==> src/rtl/spi_slave_rx.sv <==
// Slave-side receiver for the 12-bit LSB-first SPI link: synchronizes sclk/cs/mosi into clk,
// rebuilds each framed word and hands it to a valid/ready consumer with overrun/frame-error pulses.
`timescale 1ns/1ps
module spi_slave_rx #(
  parameter int DATA_W      = 12,
  parameter int SYNC_STAGES = 2,
  parameter int LEAD_IN     = 1
) (
  input  logic              clk,
  input  logic              rst,
  input  logic              sclk,
  input  logic              mosi,
  input  logic              cs,
  output logic [DATA_W-1:0] dout,
  output logic              dout_valid,
  input  logic              dout_ready,
  output logic              overrun,
  output logic              frame_err
);

  localparam int CNT_W   = (DATA_W > 1) ? $clog2(DATA_W) : 1;
  localparam int LEAD_W  = (LEAD_IN > 1) ? $clog2(LEAD_IN) : 1;
  localparam int FLUSH_W = $clog2(SYNC_STAGES + 1);

  localparam logic [CNT_W-1:0]   BIT_LAST   = CNT_W'(DATA_W - 1);
  localparam logic [LEAD_W-1:0]  LEAD_LAST  = LEAD_W'((LEAD_IN > 0) ? (LEAD_IN - 1) : 0);
  localparam logic [FLUSH_W-1:0] FLUSH_DONE = FLUSH_W'(SYNC_STAGES);

  typedef enum logic [1:0] {
    ST_IDLE  = 2'd0,
    ST_LEAD  = 2'd1,
    ST_SHIFT = 2'd2,
    ST_WAIT  = 2'd3
  } state_t;

  logic [SYNC_STAGES-1:0] sclk_sync_q;
  logic [SYNC_STAGES-1:0] cs_sync_q;
  logic [SYNC_STAGES-1:0] mosi_sync_q;
  logic                   sclk_prev_q;
  logic                   cs_prev_q;
  logic [FLUSH_W-1:0]     flush_q;
  logic                   armed_q;

  state_t                 state_q;
  logic [CNT_W-1:0]       bitcnt_q;
  logic [LEAD_W-1:0]      lead_q;
  logic [DATA_W-1:0]      shreg_q;
  logic                   done_q;
  logic                   frame_err_q;

  logic [DATA_W-1:0]      dout_q;
  logic [DATA_W-1:0]      dout_d;
  logic                   dout_valid_q;
  logic                   dout_valid_d;
  logic                   overrun_q;
  logic                   overrun_d;

  logic sclk_s;
  logic cs_s;
  logic mosi_s;
  logic sclk_fall_s;
  logic cs_fall_s;
  logic cs_rise_s;

  assign sclk_s      = sclk_sync_q[SYNC_STAGES-1];
  assign cs_s        = cs_sync_q[SYNC_STAGES-1];
  assign mosi_s      = mosi_sync_q[SYNC_STAGES-1];
  assign sclk_fall_s = sclk_prev_q & ~sclk_s;
  // A frame may only start once cs has been seen high after reset.
  assign cs_fall_s   = armed_q & cs_prev_q & ~cs_s;
  assign cs_rise_s   = ~cs_prev_q & cs_s;

  // Synchronizers, edge-detect flops and post-reset cs arming.
  always_ff @(posedge clk) begin
    if (rst) begin
      sclk_sync_q <= '0;
      cs_sync_q   <= '1;
      mosi_sync_q <= '0;
      sclk_prev_q <= 1'b0;
      cs_prev_q   <= 1'b1;
      flush_q     <= '0;
      armed_q     <= 1'b0;
    end else begin
      sclk_sync_q <= {sclk_sync_q[SYNC_STAGES-2:0], sclk};
      cs_sync_q   <= {cs_sync_q[SYNC_STAGES-2:0], cs};
      mosi_sync_q <= {mosi_sync_q[SYNC_STAGES-2:0], mosi};
      sclk_prev_q <= sclk_s;
      cs_prev_q   <= cs_s;
      if (flush_q != FLUSH_DONE) begin
        flush_q <= flush_q + FLUSH_W'(1);
      end else if (cs_s) begin
        armed_q <= 1'b1;
      end
    end
  end

  // Frame FSM: lead-in discard, LSB-first shifting, abort detection.
  always_ff @(posedge clk) begin
    if (rst) begin
      state_q     <= ST_IDLE;
      bitcnt_q    <= '0;
      lead_q      <= '0;
      shreg_q     <= '0;
      done_q      <= 1'b0;
      frame_err_q <= 1'b0;
    end else begin
      done_q      <= 1'b0;
      frame_err_q <= 1'b0;
      case (state_q)
        ST_IDLE: begin
          if (cs_fall_s) begin
            bitcnt_q <= '0;
            lead_q   <= '0;
            state_q  <= (LEAD_IN == 0) ? ST_SHIFT : ST_LEAD;
          end
        end
        ST_LEAD: begin
          if (cs_rise_s) begin
            frame_err_q <= 1'b1;
            state_q     <= ST_IDLE;
          end else if (sclk_fall_s) begin
            if (lead_q == LEAD_LAST) begin
              state_q <= ST_SHIFT;
            end else begin
              lead_q <= lead_q + LEAD_W'(1);
            end
          end
        end
        ST_SHIFT: begin
          if (cs_rise_s) begin
            frame_err_q <= 1'b1;
            bitcnt_q    <= '0;
            state_q     <= ST_IDLE;
          end else if (sclk_fall_s) begin
            shreg_q[bitcnt_q] <= mosi_s;
            if (bitcnt_q == BIT_LAST) begin
              bitcnt_q <= '0;
              done_q   <= 1'b1;
              state_q  <= ST_WAIT;
            end else begin
              bitcnt_q <= bitcnt_q + CNT_W'(1);
            end
          end
        end
        ST_WAIT: begin
          if (cs_rise_s) begin
            state_q <= ST_IDLE;
          end
        end
        default: begin
          state_q <= ST_IDLE;
        end
      endcase
    end
  end

  // Output port: load a finished word, or flag overrun if the last one is still unclaimed.
  always_comb begin
    dout_d       = dout_q;
    dout_valid_d = dout_valid_q;
    overrun_d    = 1'b0;
    if (done_q) begin
      if (!dout_valid_q || dout_ready) begin
        dout_d       = shreg_q;
        dout_valid_d = 1'b1;
      end else begin
        overrun_d = 1'b1;
      end
    end else if (dout_valid_q && dout_ready) begin
      dout_valid_d = 1'b0;
    end else begin
      dout_valid_d = dout_valid_q;
    end
  end

  // Output registers.
  always_ff @(posedge clk) begin
    if (rst) begin
      dout_q       <= '0;
      dout_valid_q <= 1'b0;
      overrun_q    <= 1'b0;
    end else begin
      dout_q       <= dout_d;
      dout_valid_q <= dout_valid_d;
      overrun_q    <= overrun_d;
    end
  end

  assign dout       = dout_q;
  assign dout_valid = dout_valid_q;
  assign overrun    = overrun_q;
  assign frame_err  = frame_err_q;

endmodule
==> config.mk <==
export PLATFORM = sky130hd
export DESIGN_NAME = spi_slave_rx
export DESIGN_NICKNAME = d
export VERILOG_FILES = /design/src/rtl/spi_slave_rx.sv
export SDC_FILE = /design/constraint.sdc
export NUM_CORES = 1
export LEC_CHECK = 0
export BUFFER_PORTS_ARGS = -buffer_cell sky130_fd_sc_hd__buf_2
export CAP_MARGIN = 20
export CORE_UTILIZATION = 34
export DETAILED_ROUTE_END_ITERATION = 6
export SETUP_SLACK_MARGIN = 0.3
export SLEW_MARGIN = 10
export SYNTH_ARGS = -nofsm -noshare
export SYNTH_HDL_FRONTEND = slang
export SYNTH_SLANG_ARGS = --single-unit
==> constraint.sdc <==
create_clock -name clk -period 1.7 [get_ports clk]
set_input_delay 0.17 -clock clk [delete_from_list [all_inputs] [get_ports clk]]
set_output_delay 0.17 -clock clk [all_outputs]
set_load 0.01 [all_outputs]
# ---- Yosys cells after proc, flatten, opt, wreduce, memory -nomap -nowiden
# Index checks and enable logic that the tools add are counted.
dict set report classes {
  bitwise_logic 13
  add_sub_neg 3
  n_reduce_logical 19
  magnitude_cmp 2
  n_eq_ne 14
  mux 28
}
# operator count
set op_table {}
lappend op_table {{$mux W2} 8}
lappend op_table {{$mux W4} 4}
lappend op_table {{$bwmux W12} 1}
lappend op_table {{$ne A3 B3 Y1 const B} 4}
lappend op_table {{$mux W1} 11}
lappend op_table {{$ne A2 B2 Y1 const B} 5}
lappend op_table {{$not A1 Y1} 9}
lappend op_table {{$pmux W2 S4} 1}
lappend op_table {{$pmux W4 S2} 1}
lappend op_table {{$reduce_and A2 Y1} 3}
lappend op_table {{$reduce_and A3 Y1} 2}
lappend op_table {{$reduce_and A6 Y1} 1}
lappend op_table {{$reduce_bool A2 Y1} 3}
lappend op_table {{$reduce_or A2 Y1} 3}
lappend op_table {{$lt A4 B5 Y1 const B} 1}
lappend op_table {{$add A4 B1 Y4 const B} 1}
lappend op_table {{$and A1 B1 Y1} 4}
lappend op_table {{$demux W1 S4} 1}
lappend op_table {{$eq A2 B2 Y1 const B} 2}
lappend op_table {{$eq A4 B4 Y1 const B} 1}
lappend op_table {{$ge A4 B1 Y1 const B} 1}
lappend op_table {{$reduce_and A4 Y1} 1}
lappend op_table {{$reduce_or A4 Y1} 1}
lappend op_table {{$add A2 B1 Y2 const B} 1}
lappend op_table {{8 further kinds} 9}
dict set report word_totals {
  wordCells 95
  in_bits 6
  ff_bits 46
  out_inout_bits 15
}

# ---- Longest topological paths before layout
dict set report depth {
  word_depth 5
  mapped_depth 8
  mapped_depth_nobuf 7
}

# ---- Worst setup path after synthesis
# OpenSTA, ideal clock, no wires.
dict set report synth_timing {
  kind {register to register}
  start {register state_q[0]}
  end {register state_q[0]}
  synth_period_minus_slack_ps 1833
  arrival_ps 1746
  path_stages_with_launch 8
  setup_ps 86
  required_ps 1614
  n_path_buf 1
  setup_slack_ps -133
  path_cell_list {dfxtp_1 > inv_1 > ha_1 > buf_6 > or2_4 > a2111oi_4 > o31ai_2 > a221oi_2}
}
dict set report synth_between {
  elab_chain_cells 3
  word_cells_on_any_way 12
  cone_classes {9 x eq/ne; 1 x mux; 2 x reduce/logical}
}
# item line
set synth_rtl {}
lappend synth_rtl {{from (decl)} 44} ;# state_t state_q;
lappend synth_rtl {{from (signal assigned)} 114} ;# state_q <= (LEAD_IN == 0) ? ST_SHIFT : ST_LEAD;
lappend synth_rtl {{$eq A2 B2 Y1 (tied with other cells)} 109} ;# case (state_q)
lappend synth_rtl {{$ne A3 B3 Y1 (no line) or $ne A2 B2 Y1 (tied branches)} n/a}
lappend synth_rtl {{$reduce_and A6 Y1 (no line)} n/a}
# Parallel ways exist; a longest one is shown, timed or not.
# A chain may end at the register's enable or synchronous reset.

# ---- Final worst setup path
dict set report layout_timing {
  start {register state_q[1]}
  end {register state_q[0]}
}
# The elaborated chain is that of the path after synthesis.

==> run_results.csv <==
group,metric,value,unit
synthesis,ys_seq_area_share,46.5,%
floorplan,dieArea,6010,um2
sta,fmax,599,MHz
critical_path,critical_path_class,"reg2reg",
grt,antenna_found_initial,0,
grt,grt_max_degree,26,
final_layout,n_antenna_cell,0,
synthesis,yosys_register_bits,45,
floorplan,pin_count,21,
grt,gr-total-overflow,0,
critical_path,crit_start,"state_q[1]",
power,power.density,884,nW/um2
place,portBuffers,20,
clock_network,htreeDepth,2,
detailed_routing,drc_errors,0,
floorplan,rows,27,
synthesis,syn-num-nets,227,
place,gp_congestion,0.786,
final_layout,nNetsFinal,264,
detailed_routing,ant_nets,0,
power,p_seq_share,51.9,%
critical_path,cp_max_fo,4,
synthesis,synth_edf_count,0,
final_layout,area_growth,28.1,%
synthesis,synthXorXnorAreaFrac,0.452,%
clock_network,insertion_delay,0.31,ns
floorplan,core-area,5510,um2
sta,hold_ws,0.0499,ns
min_path,hold_class,"in2reg",
min_path,hp-start,"cs",
critical_path,critPathCaptureType,"flop",
run,cap_violations,0,
detailed_routing,via_per_inst,4.80,
synthesis,yosysTopAreaCell,"dfxtp_1",
final_layout,multi_input_area,1070,um2
critical_path,startpoint_type,"flop",
sta,drv_slew,0,
power,p_comb_share,17.0,%
final_layout,regArea,911,um2
synthesis,synth_compound_area_share,12.0,%
sta,worst_slew_pin_slew,0.493,ns
detailed_routing,wl,3770,um
clock_network,path_clk_slew,0.09,ns
critical_path,r2r_setup_slack,0.03,ns
synthesis,synth_fa_ha_area_share,6.45,%
run_status,status,"completed",
final_layout,post_route_cells_drive_above_1_share,36.1,%
final_layout,fillers,548,
power,p_int,1.58,mW
sta,finalHoldViolCount,0,
final_layout,post-route-util,45.1,%
place,dp_hpwl,2510,um
synthesis,synthTopCellsByArea,"dfxtp_1 46%, mux2i_1 8.8%, ha_1 6.5%",
clock_network,root_buffer,"clkbuf_8",
power,ir_drop,581,uV
power,power_switching_share,28.1,%
min_path,whs_path_depth,2,
power,power_leakage,1.05,nW
clock_network,clock_sinks,45,
synthesis,ys_types,35,
synthesis,synthSimpleGateAreaFrac,21.0,%
detailed_routing,drtIter0Drc,40,
synthesis,synthArstFlopShare,0,%
detailed_routing,drt-pass1-iter-count,4,
critical_path,r2r_end,"state_q[0]",
grt,track_usage,13.3,%
synthesis,syn_inst,211,
synthesis,synth_mux_area_share,8.77,%
clock_network,tritoncts,"built",
critical_path,crit_required,1.92,ns
synthesis,ys.flop_type,"dfxtp_1",
synthesis,syn_avg_cell_area,9.19,um2
power,p_switching,0.617,mW
detailed_routing,wire_per_inst,11.7,um
sta,skew,0.0121,ns
sta,slew_headroom,67.1,%
synthesis,synth_top_family_by_area,"simple AND/OR/NAND/NOR gates",
power,power_frac_clock,31.1,%
sta,rsz0062_at_grt,"true",
grt,first_global_vias,1419,
critical_path,r2r_start,"state_q[1]",
grt,grt_pass1_wl,6470,um
sta,final-setup-viol-count,0,
sta,finalCritPeriodShare,98.1,%
floorplan,die_w,77.5,um
critical_path,reg2reg_depth,6,
synthesis,ys_warn_count,0,
clock_network,numCtsBuffers,5,
clock_network,cts_buffer_depth,2,
synthesis,syn_area,1940,um2
synthesis,synth_top_area_share,46.5,%
sta,period_needed,1.67,ns
critical_path,crit_arrival,1.89,ns
min_path,hold_path_end,"cs_sync_q[0]",
detailed_routing,vias,1541,
floorplan,start_util,35.2,%
floorplan,die_h,77.5,um
[power by group through the flow]
| stage | clock (mW) | sequential (mW) | combinational [mW] |
|---|---|---|---|
| floorplan | 0 | 1.15 | 0.250 |
| global placement | 0 | 1.16 | 0.303 |
| detailed placement | 0 | 1.16 | 0.320 |
| CTS | 0.705 | 1.14 | 0.373 |
| global route | 0.753 | 1.14 | 0.413 |
| finish | 0.683 | 1.14 | 0.373 |
[routing by layer]
metal  part of all wire, %  track usage, %  up-vias
li1                      -               -      783
met1                    50            17.3      730
met2                    47            21.0       23
met3                   1.9            3.53        5
met4                   1.1            5.09        0
met5                     0               0        -
[flip-flops by register name (all words and copies together), names as in the netlist, 2 cells and up]
name,cells
dout,12
shreg_q,12
bitcnt_q,4
cs_sync_q,2
flush_q,2
mosi_sync_q,2
sclk_sync_q,2
state_q,2
[worst max-delay path: stages, from the launching register on]
cell	delay, ns
dfxtp_2	0.34
buf_6	0.11
ha_4	0.16
or2_4	0.26
a2111oi_4	0.33
o31ai_2	0.13
a221oi_2	0.25
[cell usage after synthesis, drive strengths merged, types with 2 or more instances]
master,count
mux2i,17
nor2,33
ha,10
nand2,13
a21oi,18
nand4,4
or2,4
or3,3
o21ai,11
inv,10
nor2b,8
nand2b,4
buf,5
a211oi,2
nor3,5
clkbuf,7
dfxtp,45
[through the flow]
stage               cell area [um2]  TNS [ns]  std cells  setup WS [ns]  power, mW
finish                         2480         0        321         0.0317       2.19
floorplan                      1950         0        211         0.0426       1.40
detailed placement             2200         0        306        0.00671       1.48
CTS                            2400         0        320         0.0460       2.22
global placement               2200         0        306         0.0599       1.46
global route                   2480   -0.0999        321        -0.0544       2.31
[worst max-delay path by stage]
stage,end,depth (start not counted)
6_report,state_q[0],6
5_1_grt,state_q[0],6
4_1_cts,state_q[0],6
3_5_place_dp,bitcnt_q[3],7
3_3_place_gp,bitcnt_q[3],7
2_1_floorplan,state_q[1],8
[cells by family (layout without fill, tap and decap cells)]
kind of cell	count (synthesis)	after routing
AND/OR/NAND/NOR	81	81
flip-flops	45	45
AO/OA/AOI/OAI	35	35
buffers and inverters	22	60
multiplexers	17	17
adder cells (fa/ha/maj)	10	10
XOR/XNOR	1	1
[cells in the final DEF (no fill, tap or decap), types with 5 or more instances in the layout]
cell type	synthesis	layout
a21oi_1	18	14
buf_2	4	20
buf_4	0	18
clkbuf_8	0	5
dfxtp_1	45	41
ha_1	10	6
inv_1	10	8
mux2i_1	17	17
nand2_1	13	12
nor2_1	32	25
nor2_2	1	5
nor2b_1	8	8
o21ai_1	1	6
[cell type report]
| class | count | share of cell area (%) |
|---|---|---|
| multi-input cells | 144 | 43.2 |
| flip-flops and latches | 45 | 36.7 |
| repair buffers | 42 | 11.3 |
| well taps | 72 | 3.63 |
| clock buffers | 5 | 2.77 |
| inverters | 10 | 1.61 |
| clock inverters | 3 | 0.856 |
[timing repair]
action,CTS,global route
pin swaps,10,10
resized for setup,21,25
endpoints found under the setup margin,12,19
hold buffers,0,0
buffers inserted,6,1
Note: power is estimated with default switching activity, not from simulation.
